[config.mk]
export PLATFORM = sky130hd
export DESIGN_NAME = link_tx_arbiter
export DESIGN_NICKNAME = d
export VERILOG_FILES = /design/src/rtl/link_pkg.sv /design/src/rtl/rr_picker.sv /design/src/rtl/link_tx_arbiter.sv
export SDC_FILE = /design/constraint.sdc
export NUM_CORES = 1
export LEC_CHECK = 0
export ABC_AREA = 0
export CAP_MARGIN = 20
export CORE_MARGIN = 2
export CORE_UTILIZATION = 54
export DETAILED_ROUTE_END_ITERATION = 12
export GPL_TIMING_DRIVEN = 0
export PLACE_DENSITY = 0.85
export SLEW_MARGIN = 20
export SYNTH_ARGS = -nofsm -noshare
export SYNTH_HDL_FRONTEND = slang
export SYNTH_SLANG_ARGS = --single-unit
[constraint.sdc]
create_clock -name clk_i -period 3.11 [get_ports clk_i]
set_input_delay 0.933 -clock clk_i [delete_from_list [all_inputs] [get_ports clk_i]]
set_output_delay 0.933 -clock clk_i [all_outputs]
set_load 0.02 [all_outputs]
[src/rtl/link_pkg.sv]
// Shared types and helpers for the FPGA1->FPGA2 link transmit arbiter.
package link_pkg;

  // Arbiter FSM encoding.
  typedef enum logic [2:0] {
    StIdle     = 3'd0,
    StIssue    = 3'd1,
    StWaitDone = 3'd2,
    StComplete = 3'd3,
    StFlush    = 3'd4
  } state_e;

  localparam int unsigned DefaultDataW = 32;

  // Ceiling log2; clog2(1) is 0.
  function automatic int unsigned clog2(input int unsigned value);
    int unsigned res;
    res = 0;
    for (int unsigned i = 0; i < 32; i++) begin
      if ((64'd1 << i) < 64'(value)) res = i + 1;
    end
    return res;
  endfunction

endpackage

[src/rtl/rr_picker.sv]
// Combinational round-robin pick: first pending index after last_i, wrapping.
module rr_picker
  import link_pkg::*;
#(
  parameter int unsigned NUM_REQ = 4,
  localparam int unsigned IdW = clog2(NUM_REQ)
) (
  input  logic [NUM_REQ-1:0] pending_i,
  input  logic [IdW-1:0]     last_i,
  output logic               valid_o,
  output logic [IdW-1:0]     idx_o
);

  localparam int unsigned SumW = IdW + 1;

  logic [SumW-1:0] sum;
  logic [IdW-1:0]  cand;

  // Scan offsets 1..NUM_REQ from the last grant; the earliest pending candidate wins.
  always_comb begin
    valid_o = 1'b0;
    idx_o   = '0;
    sum     = '0;
    cand    = '0;
    for (int unsigned off = 1; off <= NUM_REQ; off++) begin
      sum = {1'b0, last_i} + SumW'(off);
      if (sum >= SumW'(NUM_REQ)) sum = sum - SumW'(NUM_REQ);
      cand = sum[IdW-1:0];
      if (!valid_o && pending_i[cand]) begin
        valid_o = 1'b1;
        idx_o   = cand;
      end
    end
  end

endmodule

[src/rtl/link_tx_arbiter.sv]
// Round-robin sharing of the single link sender among NUM_REQ producers, with
// per-transfer timeout, sender flush and bounded retry.
module link_tx_arbiter
  import link_pkg::*;
#(
  parameter int unsigned NUM_REQ   = 4,
  parameter int unsigned DATA_W    = DefaultDataW,
  parameter int unsigned TIMEOUT   = 1024,
  parameter int unsigned MAX_RETRY = 2,
  localparam int unsigned ID_W = clog2(NUM_REQ)
) (
  input  logic                      clk_i,
  input  logic                      rst_i,
  input  logic [NUM_REQ-1:0]        req_start_i,
  input  logic [NUM_REQ*DATA_W-1:0] req_data_i,
  output logic [NUM_REQ-1:0]        req_done_o,
  output logic [NUM_REQ-1:0]        req_err_o,
  output logic [NUM_REQ-1:0]        req_pending_o,
  output logic                      snd_start_o,
  output logic [DATA_W-1:0]         snd_data_o,
  input  logic                      snd_done_i,
  output logic                      snd_flush_o,
  output logic                      busy_o,
  output logic [ID_W-1:0]           grant_id_o
);

  localparam int unsigned TimerW = clog2(TIMEOUT);
  localparam int unsigned RetryW = (MAX_RETRY > 0) ? clog2(MAX_RETRY + 1) : 1;
  localparam logic [TimerW-1:0] TimeoutLast = TimerW'(TIMEOUT - 1);
  localparam logic [RetryW-1:0] MaxRetryL   = RetryW'(MAX_RETRY);

  state_e              state_q, state_d;
  logic [ID_W-1:0]     grant_q, grant_d;
  logic [ID_W-1:0]     last_q, last_d;
  logic [DATA_W-1:0]   data_q, data_d;
  logic [TimerW-1:0]   timer_q, timer_d;
  logic [RetryW-1:0]   retry_q, retry_d;
  logic [NUM_REQ-1:0]  pending_q, pending_d;
  logic [DATA_W-1:0]   hold_q [NUM_REQ];
  logic [DATA_W-1:0]   hold_d [NUM_REQ];

  logic [NUM_REQ-1:0]  clr;
  logic [NUM_REQ-1:0]  accept;
  logic [NUM_REQ-1:0]  grant_oh;
  logic                pick_valid;
  logic [ID_W-1:0]     pick_idx;
  logic                retry_left;

  rr_picker #(
    .NUM_REQ (NUM_REQ)
  ) u_rr_picker (
    .pending_i (pending_q),
    .last_i    (last_q),
    .valid_o   (pick_valid),
    .idx_o     (pick_idx)
  );

  assign grant_oh   = NUM_REQ'(1) << grant_q;
  assign retry_left = (retry_q < MaxRetryL);

  // Next-state logic for the transfer sequencer; clr marks the requester being retired.
  always_comb begin
    state_d = state_q;
    grant_d = grant_q;
    last_d  = last_q;
    data_d  = data_q;
    timer_d = timer_q;
    retry_d = retry_q;
    clr     = '0;
    unique case (state_q)
      StIdle: begin
        if (pick_valid) begin
          grant_d = pick_idx;
          last_d  = pick_idx;
          data_d  = hold_q[pick_idx];
          retry_d = '0;
          state_d = StIssue;
        end
      end
      StIssue: begin
        timer_d = '0;
        state_d = StWaitDone;
      end
      StWaitDone: begin
        timer_d = timer_q + 1'b1;
        // An ack in the last allowed cycle still counts as success.
        if (snd_done_i) begin
          state_d = StComplete;
        end else if (timer_q == TimeoutLast) begin
          state_d = StFlush;
        end
      end
      StComplete: begin
        clr[grant_q] = 1'b1;
        state_d      = StIdle;
      end
      StFlush: begin
        if (retry_left) begin
          retry_d = retry_q + 1'b1;
          state_d = StIssue;
        end else begin
          clr[grant_q] = 1'b1;
          state_d      = StIdle;
        end
      end
      default: state_d = StIdle;
    endcase
  end

  // Capture new words; a start in the same cycle as the retire of that slot wins.
  always_comb begin
    accept    = req_start_i & (~pending_q | clr);
    pending_d = (pending_q & ~clr) | accept;
    for (int unsigned i = 0; i < NUM_REQ; i++) begin
      hold_d[i] = accept[i] ? req_data_i[i*DATA_W +: DATA_W] : hold_q[i];
    end
  end

  // State and datapath registers with synchronous reset.
  always_ff @(posedge clk_i) begin
    if (rst_i) begin
      state_q   <= StIdle;
      grant_q   <= '0;
      last_q    <= ID_W'(NUM_REQ - 1);
      data_q    <= '0;
      timer_q   <= '0;
      retry_q   <= '0;
      pending_q <= '0;
      for (int unsigned i = 0; i < NUM_REQ; i++) begin
        hold_q[i] <= '0;
      end
    end else begin
      state_q   <= state_d;
      grant_q   <= grant_d;
      last_q    <= last_d;
      data_q    <= data_d;
      timer_q   <= timer_d;
      retry_q   <= retry_d;
      pending_q <= pending_d;
      hold_q    <= hold_d;
    end
  end

  // Outputs are registers or decodes of registered state only.
  always_comb begin
    snd_start_o   = (state_q == StIssue);
    snd_flush_o   = (state_q == StFlush);
    busy_o        = (state_q != StIdle);
    req_done_o    = (state_q == StComplete) ? grant_oh : '0;
    req_err_o     = (state_q == StFlush && !retry_left) ? grant_oh : '0;
    req_pending_o = pending_q;
    snd_data_o    = data_q;
    grant_id_o    = grant_q;
  end

endmodule
==> qor.yml <==
global_route:
  met2_usage_pct: 46.9
  globalRoute.totalOverflow: 0
  grt_busiest_layer: "met2"
  grt_pass1_vias: 6645
  grtUsageTotal_pct: 28.3
  initial_antenna_violation_count: 0
  grt_util_met3_pct: 7.79
  grt_start_max_net_pins: 17
  grt_first_pass_wirelength_mm: 34.8
  grtUsageMet1_pct: 35.2
timing:
  rsz_0062_raised_after_global_routing: "no"
  totalNegativeSetupSlack_ps: 0
  worstMarginPinSlew_ps: 929
  final_period_minus_worst_setup_slack_ps: 2970
  finalHoldViolations: 0
  timing.final.max_slew_violations: 0
  min_period_over_period_pct: 95.5
  max_slew_margin_pct: 37.9
  max_freq_mhz: 337
  setup_violations: 0
  finalClockSkew_ps: 7.22
power_and_ir_drop:
  internal_portion_of_total_power_mw: 4.12
  sw_frac_of_total_pct: 28.4
  power.combinational.fraction_pct: 22.3
  clockPowerShare_pct: 32.5
  total_switching_power_mw: 1.63
  power.ir.vdd_worst_mv: 0.454
  static_leakage_power_nw: 4.31
  sum_of_internal_switching_and_leakage_power_mw: 5.75
  seq_power_share_pct: 45.2
  power_per_cell_area_nw_per_um2: 549
cells_and_area:
  post_route_cells_drive_above_1_share_pct: 9.74
  filler_cell_count: 1109
  multi_input_comb_area_um2: 3890
  final_nets: 1174
  antenna-diode-count: 0
  register_area_um2: 3660
  area_delta_synth_final_pct: 32.2
detailed_routing:
  drtPass1Iterations: 5
  postRouteAntennaNets: 0
  detail_route.drc_violations: 0
  via_count: 6758
  drt-wirelength-per-cell_um: 18.0
  detailedRoute.firstIterationViolations: 581
  wirelength_mm: 22.2
  via_per_inst: 5.49
critical_path:
  worst_path_required_ps: 2180
  worstSetupPathDepth: 4
  critPathBufInv: 2
  timing.critical_path.from: "state_q[0]$_SDFFE_PP0P_"
  reg2reg_setup_slack_ps: 660
  critical-path-max-stage-delay_ps: 660
  critical_path.cell_chain: "buf_2, nand3b_1, nor3_1, clkdlybuf4s50_1"
  critPathTopFamily: "buffers and inverters"
  r2r_end: "snd_data_o[16]$_SDFFE_PP0P_"
  crit_path_max_fanout: 9
  timing.critical_path.to_type: "primary output"
  ff2ff_path_depth: 7
  worst-endpoint-arrival_ps: 2040
  critical_path.reg2reg.startpoint: "req_pending_o[0]$_SDFF_PP0_"
  critPathKind: "flip-flop to primary output"
  worst_path_max_delay_cell: "clkdlybuf4s50_1"
  start_kind: "flip-flop"
  worstSetupEndpoint: "req_done_o[0]"
synth:
  synth_area_um2: 7930
  synth.yosys.seq_area_share_pct: 46.2
  syn-instance-count: 837
  ys_warn_count: 0
  avgSynthCellArea_um2: 9.47
  synthArstFlopShare_pct: 0
  ys_dominant_reg_cell: "dfxtp_1"
  synth_seq_cells: 183
  synth.distinct_cells: 47
  count_of_flip_flops_with_a_built_in_enable_after_synthesis: 0
  synth.net_count: 973
clock_tree:
  post-cts-setup-buffers: 0
  clock_sinks: 183
  cts_h_tree_lvls: 4
  clock_insertion_delay_worst_skew_ps: 430
  clk_transition_reported_paths_ps: 60
  cts_root_buffer: "clkbuf_16"
  tritoncts: "done"
  clk_path_buf_depth: 2
  tritoncts.num_buffers: 17
placement:
  dpl.hpwl_mm: 15.8
  routabilityCongestion: 0.841
  port_buffers: 182
floorplan:
  start_util_pct: 54.9
  placement_rows: 44
  floorplan.io_pins: 184
  dieArea_um2: 15700
  die_height_um: 125
  floorplan.core_area_um2: 14400
  die_w_um: 125
run:
  max_cap_violations: 0
worst_hold_path:
  hp-class: "flip-flop to flip-flop"
outcome:
  status: "completed"
-- Yosys cell counts (all sizes together) (2+ instances only) --
cell type / n / share of area [%]
dfxtp: 183 / 46
mux2i: 160 / 20
nor2: 156 / 7.4
nand3: 68 / 4.3
nand2: 43 / 2.0
buf: 37 / 2.9
o211ai: 33 / 3.1
mux2: 32 / 4.5
clkbuf: 26 / 1.2
a21oi: 20 / 1.3
o21ai: 14 / 0.88
inv: 11 / 0.52
nor3: 8 / 0.57
nand2b: 5 / 0.39
a311oi: 4 / 0.52
nor3b: 4 / 0.38
or3b: 4 / 0.44
a211oi: 3 / 0.28
or2: 3 / 0.24
a22oi: 2 / 0.19
a31oi: 2 / 0.16
nand3b: 2 / 0.19
or3: 2 / 0.16
-- cells by family (layout without fill, tap and decap cells) --
kind of cell	Yosys count	in the layout	synth area share, %
fa+ha+maj	1	1	0.158
flops	183	183	46.2
compound gates	86	86	7.48
buf+inv	74	284	4.67
mux	192	192	24.8
xor+xnor	1	1	0.111
simple gates	300	300	16.6
-- power groups by stage --
stage	clock, mW	sequential (mW)	combinational (mW)
after global routing	1.99	2.62	1.38
final	1.87	2.60	1.28
after detailed placement	0	2.65	1.26
after floorplan	0	2.68	0.722
after global placement	0	2.64	1.25
after CTS	1.89	2.60	1.28
-- cells in the final DEF, fill, tap and decap left out, types with 2 or more instances in the layout --
| master | count |
|---|---|
| a211oi_1 | 3 |
| a21oi_1 | 20 |
| a22oi_1 | 2 |
| a311oi_1 | 3 |
| a31oi_1 | 2 |
| buf_2 | 23 |
| buf_4 | 11 |
| buf_6 | 3 |
| clkbuf_1 | 29 |
| clkbuf_16 | 17 |
| clkbuf_8 | 2 |
| clkdlybuf4s50_1 | 181 |
| clkinv_2 | 6 |
| dfxtp_1 | 183 |
| inv_1 | 8 |
| inv_2 | 3 |
| mux2_2 | 32 |
| mux2i_1 | 160 |
| nand2_1 | 43 |
| nand2b_1 | 5 |
| nand3_1 | 68 |
| nand3b_1 | 2 |
| nor2_1 | 156 |
| nor3_1 | 7 |
| nor3b_1 | 4 |
| o211ai_1 | 33 |
| o21ai_0 | 10 |
| o21ai_1 | 4 |
| or3_1 | 2 |
| or3b_1 | 3 |
-- registers in the layout, summed over array words and instances (netlist names) --
| name | flops |
|---|---|
| retry_q | 2 |
| state_q | 3 |
| req_pending_o | 4 |
| hold_q | 128 |
| grant_id_o | 2 |
| timer_q | 10 |
| last_q | 2 |
| snd_data_o | 32 |
-- through the flow --
stage	worst slack [ps]	utilization (%)	area, um^2	instances	hold slack, ps
6_report	139	72.6	10500	1231	483
5_1_grt	18.8	72.6	10500	1231	503
4_1_cts	39.4	72.6	10500	1231	483
3_5_place_dp	480	69.2	9980	1203	469
3_3_place_gp	504	69.2	9980	1203	453
2_1_floorplan	951	-	7930	837	449
-- area by class of cell --
type,count,share of cell area [%]
inverters,11,0.394
repair buffers,182,17.4
plain buffers,63,3.14
well taps,184,2.20
multi-input cells,580,37.2
clock buffers,22,4.43
flip-flops and latches,183,35.0
clock inverters,6,0.287
-- metal layers --
layer	routed length (um)	part of all wire [%]	vias to the layer above
met1	9500	43	3153
met3	1660	7.5	46
li1	-	-	3308
met4	613	2.8	0
met2	10400	47	251
met5	0	0	-
-- tightest hold or removal path, cell delays in order (launching register included) --
cell	delay, ps
dfxtp_1	320
nand3_1	60
a21oi_1	50
-- timing repair --
action | 4_1_cts | 5_1_grt
setup endpoints to repair | 0 | 1
hold buffers | 0 | 0
resized for setup | 0 | 1
-- how the worst min path moves through the flow --
| stage | start | endpoint | slack (ps) | depth (start not counted) |
|---|---|---|---|---|
| global placement | snd_data_o[17]$_SDFFE_PP0P_ | snd_data_o[17]$_SDFFE_PP0P_ | 450 | 2 |
| floorplan | timer_q[7]$_SDFFE_PP0P_ | timer_q[7]$_SDFFE_PP0P_ | 450 | 1 |
| global route | snd_data_o[19]$_SDFFE_PP0P_ | snd_data_o[19]$_SDFFE_PP0P_ | 500 | 2 |
| CTS | snd_data_o[31]$_SDFFE_PP0P_ | snd_data_o[31]$_SDFFE_PP0P_ | 480 | 2 |
| finish | timer_q[9]$_SDFFE_PP0P_ | timer_q[9]$_SDFFE_PP0P_ | 480 | 2 |
| detailed placement | snd_data_o[19]$_SDFFE_PP0P_ | snd_data_o[19]$_SDFFE_PP0P_ | 470 | 2 |
Power figures use the tool's default switching activity.
==> variant 1, RTL diff (same flow settings) <==
Re-encode `state_e` (5 states) as one-hot, 5 bits wide.
--- a/src/rtl/link_pkg.sv
+++ b/src/rtl/link_pkg.sv
@@ -2,12 +2,12 @@
 package link_pkg;
 
   // Arbiter FSM encoding.
-  typedef enum logic [2:0] {
-    StIdle     = 3'd0,
-    StIssue    = 3'd1,
-    StWaitDone = 3'd2,
-    StComplete = 3'd3,
-    StFlush    = 3'd4
+  typedef enum logic [4:0] {
+    StIdle     = 5'b00001,
+    StIssue    = 5'b00010,
+    StWaitDone = 5'b00100,
+    StComplete = 5'b01000,
+    StFlush    = 5'b10000
   } state_e;
 
   localparam int unsigned DefaultDataW = 32;
Function: no difference found for any inputs over 10 cycles, from zero or initial values and one cycle with rst_i high; not proved beyond that.
==> variant 1 against the unedited design <==
  * Power rose by 1.3%
  * Design area is 2.8% lower
  * Non-clock buffer count is 13 lower
  * Highest routed layer unchanged
  * Sequential cell count rose by 2
  * Synthesized area decreased by 4.7%
  * Wire length fell by 6.9%
  * Via count down 6.2%
  * Setup slack got worse by 0.067 ns
==> variant 1: results (changes against the unedited design) <==
stage;metric;value;unit;change
worst_setup_path;cpMaxStageDelayCell;sky130_fd_sc_hd__or3_1;;
route;detailedRoute.firstIterationViolations;422;;-27%
clocking;ctsResizeCount;8;;+8
timing;final.setup_skew;0.00966;ns;+0.00244 ns
grt;grt_pass1_vias;6207;;-6.6%
logic_synthesis;synth_adder_area_share;0.166;%;+0.0078 points
logic_synthesis;avgSynthCellArea;10.0;µm²;+5.6%
logic_synthesis;synth_compound_area_share;7.95;%;+0.47 points
logic_synthesis;ys_types;49;;+4.3%
power_and_ir_drop;power.static_leakage;0.00445;µW;+3.3%
place;place_ws;0.138;ns;-0.342 ns
grt;grt_pass1_wl;31800;µm;-8.7%
place;post-place-cells;1117;;-7.1%
timing;slew_headroom;56.8;%;+19 points
power_and_ir_drop;report.power.total;5830;µW;+1.3%
worst_setup_path;crit_arrival;2.11;ns;+0.07 ns
logic_synthesis;portion_of_the_post_synthesis_area_used_by_sequential_elements;49.0;%;+2.8 points
grt;grt_util_all_layers;27.8;%;-0.42 points
route;route.detailed.vias_per_inst;5.50;;+0.23%
logic_synthesis;ranking_of_synthesized_cells_by_area;sky130_fd_sc_hd__dfxtp_1 49%, sky130_fd_sc_hd__mux2i_1 25%, sky130_fd_sc_hd__nor2_1 7.6%;;
power_and_ir_drop;proportion_of_total_power_due_to_net_switching;27.0;%;-1.4 points
cells_and_area;nNetsFinal;1095;;-6.7%
worst_setup_path;crit_path_max_incr_delay;0.50;ns;-0.16 ns
route;postRouteWirelength;20700;µm;-6.9%
timing;whs;0.465;ns;-0.0171 ns
power_and_ir_drop;powerComb;1090;µW;-15%
status;run_status;completed;;
logic_synthesis;synth_xor_area_share;0.232;%;+0.12 points
worst_setup_path;crit_fanout;6;;-3
worst_setup_path;r2r_slack;0.92;ns;+0.26 ns
cells_and_area;post_route_cells_drive_above_1_share;7.72;%;-2.0 points
worst_setup_path;critPathTopFamily;simple AND/OR/NAND/NOR gates;;
place;routabilityCongestion;0.865;;+2.9%
power_and_ir_drop;power.ir.vdd_worst;0.000423;V;-6.9%
place;placement.cell_area;0.00960;mm²;-3.8%
-- variant 1: final timing paths --
kind | startpoint | end | cells past startpoint
min reg2reg | timer_q[6]$_SDFFE_PP0P_ | timer_q[6]$_SDFFE_PP0P_ | 1
min | timer_q[6]$_SDFFE_PP0P_ | timer_q[6]$_SDFFE_PP0P_ | 1
max reg2reg | state_q[3]$_SDFFE_PP0P_ | hold_q[41]$_SDFFE_PP0P_ | 6
max | state_q[0]$_SDFFE_PP1P_ | req_err_o[0] | 5
-- variant 1: layout make-up --
cell class / instances / area (µm²)
sequential: 185 / 3700
buffer: 47 / 229
multi-input combinational: 517 / 3610
clock buffer: 20 / 447
fill: 1025 / 3590
timing repair buffer: 185 / 1820
tap: 180 / 225
inverter: 6 / 22.5
clock inverter: 12 / 125
-- variant 1: metal layers --
metal	part of all wire (%)	global-route usage, %	vias up
li1	-	-	3052
met1	43	35.0	3025
met2	49	46.9	224
met3	6.0	7.02	38
met4	2.2	8.91	0
met5	0	0	-
==> variant 2, RTL diff (same flow settings) <==
Made on the original files. `NUM_REQ` is set to 4 in 2 places; all go to 2.
--- a/src/rtl/rr_picker.sv
+++ b/src/rtl/rr_picker.sv
@@ -2,7 +2,7 @@
 module rr_picker
   import link_pkg::*;
 #(
-  parameter int unsigned NUM_REQ = 4,
+  parameter int unsigned NUM_REQ = 2,
   localparam int unsigned IdW = clog2(NUM_REQ)
 ) (
   input  logic [NUM_REQ-1:0] pending_i,
--- a/src/rtl/link_tx_arbiter.sv
+++ b/src/rtl/link_tx_arbiter.sv
@@ -3,7 +3,7 @@
 module link_tx_arbiter
   import link_pkg::*;
 #(
-  parameter int unsigned NUM_REQ   = 4,
+  parameter int unsigned NUM_REQ   = 2,
   parameter int unsigned DATA_W    = DefaultDataW,
   parameter int unsigned TIMEOUT   = 1024,
   parameter int unsigned MAX_RETRY = 2,
Interface: changed (6 resized); port bits go from 184 to 111. The function was not compared with the original's and may differ.
==> variant 2 against the unedited design <==
  * Design area is 34% lower
  * Sequential cell count is 68 lower
  * Global-route usage is 0.15 points higher
  * Largest power group is now the clock network
  * Synthesized cell count is 34% lower
  * Setup slack worse by 0.093 ns
  * Synthesized area is 37% lower
  * Power is 15% lower
  * Wire length is 36% lower
==> variant 2: results (changes against the unedited design) <==
stage;metric;value;unit;change
power_and_ir_drop;power.ir.vdd_worst;0.000465;V;+2.3%
logic_synthesis;synth_xor_area_share;0;%;-0.11 points
grt;grt_pass1_vias;4552;;-31%
place;routabilityCongestion;0.859;;+2.2%
logic_synthesis;ranking_of_synthesized_cells_by_area;sky130_fd_sc_hd__dfxtp_1 46%, sky130_fd_sc_hd__mux2i_1 13%, sky130_fd_sc_hd__nand4b_1 5.8%;;
logic_synthesis;post_syn_nets;619;;-36%
timing;slew_headroom;48.8;%;+11 points
worst_setup_path;crit_arrival;2.13;ns;+0.09 ns
clocking;source_to_sink_clock_delay_at_the_later_pin_of_the_worst_skew_pair;0.52;ns;+0.09 ns
worst_setup_path;r2r-start;state_q[0]$_SDFFE_PP0P_;;
logic_synthesis;post_synth_most_frequent_cells;115 x sky130_fd_sc_hd__dfxtp_1, 67 x sky130_fd_sc_hd__nand2_1, 64 x sky130_fd_sc_hd__mux2i_1;;
hold_path;worst_hold_path.endpoint;hold_q[2]$_SDFFE_PP0P_;;
worst_setup_path;r2r_slack;0.92;ns;+0.26 ns
logic_synthesis;portion_of_the_post_synthesis_area_used_by_sequential_elements;45.8;%;-0.40 points
hold_path;hp-start;hold_q[2]$_SDFFE_PP0P_;;
route;detailedRoute.firstIterationViolations;309;;-47%
logic_synthesis;synth_compound_area_share;11.8;%;+4.3 points
logic_synthesis;ys_types;46;;-2.1%
route;postRouteWirelength;14300;µm;-36%
timing;final.setup_skew;0.00834;ns;+0.00112 ns
status;run_status;completed;;
place;place_ws;0.342;ns;-0.138 ns
route;total_via_count_after_detailed_routing;4663;;-31%
cells_and_area;largest_register_ffs;64;;-50%
clocking;root_buffer;sky130_fd_sc_hd__clkbuf_8;;
cells_and_area;nNetsFinal;747;;-36%
cells_and_area;post_route_cells_drive_above_1_share;9.29;%;-0.45 points
-- variant 2: timing repair --
| item | CTS | global route |
|---|---|---|
| gates resized for setup | 3 | 2 |
| pin swaps | 0 | 1 |
| endpoints found under the setup margin | 3 | 4 |
| setup buffers | 0 | 1 |
-- variant 2: power breakdown --
group / total, µW / switching, µW / internal (µW)
sequential: 1710 / 90.0 / 1620
combinational: 972 / 542 / 430
clock: 2190 / 686 / 1510
total: 4880 / 1320 / 3560
-- variant 2: per-layer routing --
metal	track usage, %	vias up	wire length (µm)
met5	0	-	0
li1	-	2183	-
met4	12.8	0	340
met1	33.7	2243	5800
met3	7.49	33	1000
met2	48.3	204	7140
-- variant 2: final cells by class --
type,count,area share (%)
Buffer,48,3.16
Clock buffer,23,7.17
Clock inverter,8,2.46
Inverter,7,0.379
Multi-Input combinational cell,379,35.9
Sequential cell,115,33.2
Tap cell,111,2.01
Timing Repair Buffer,109,15.6
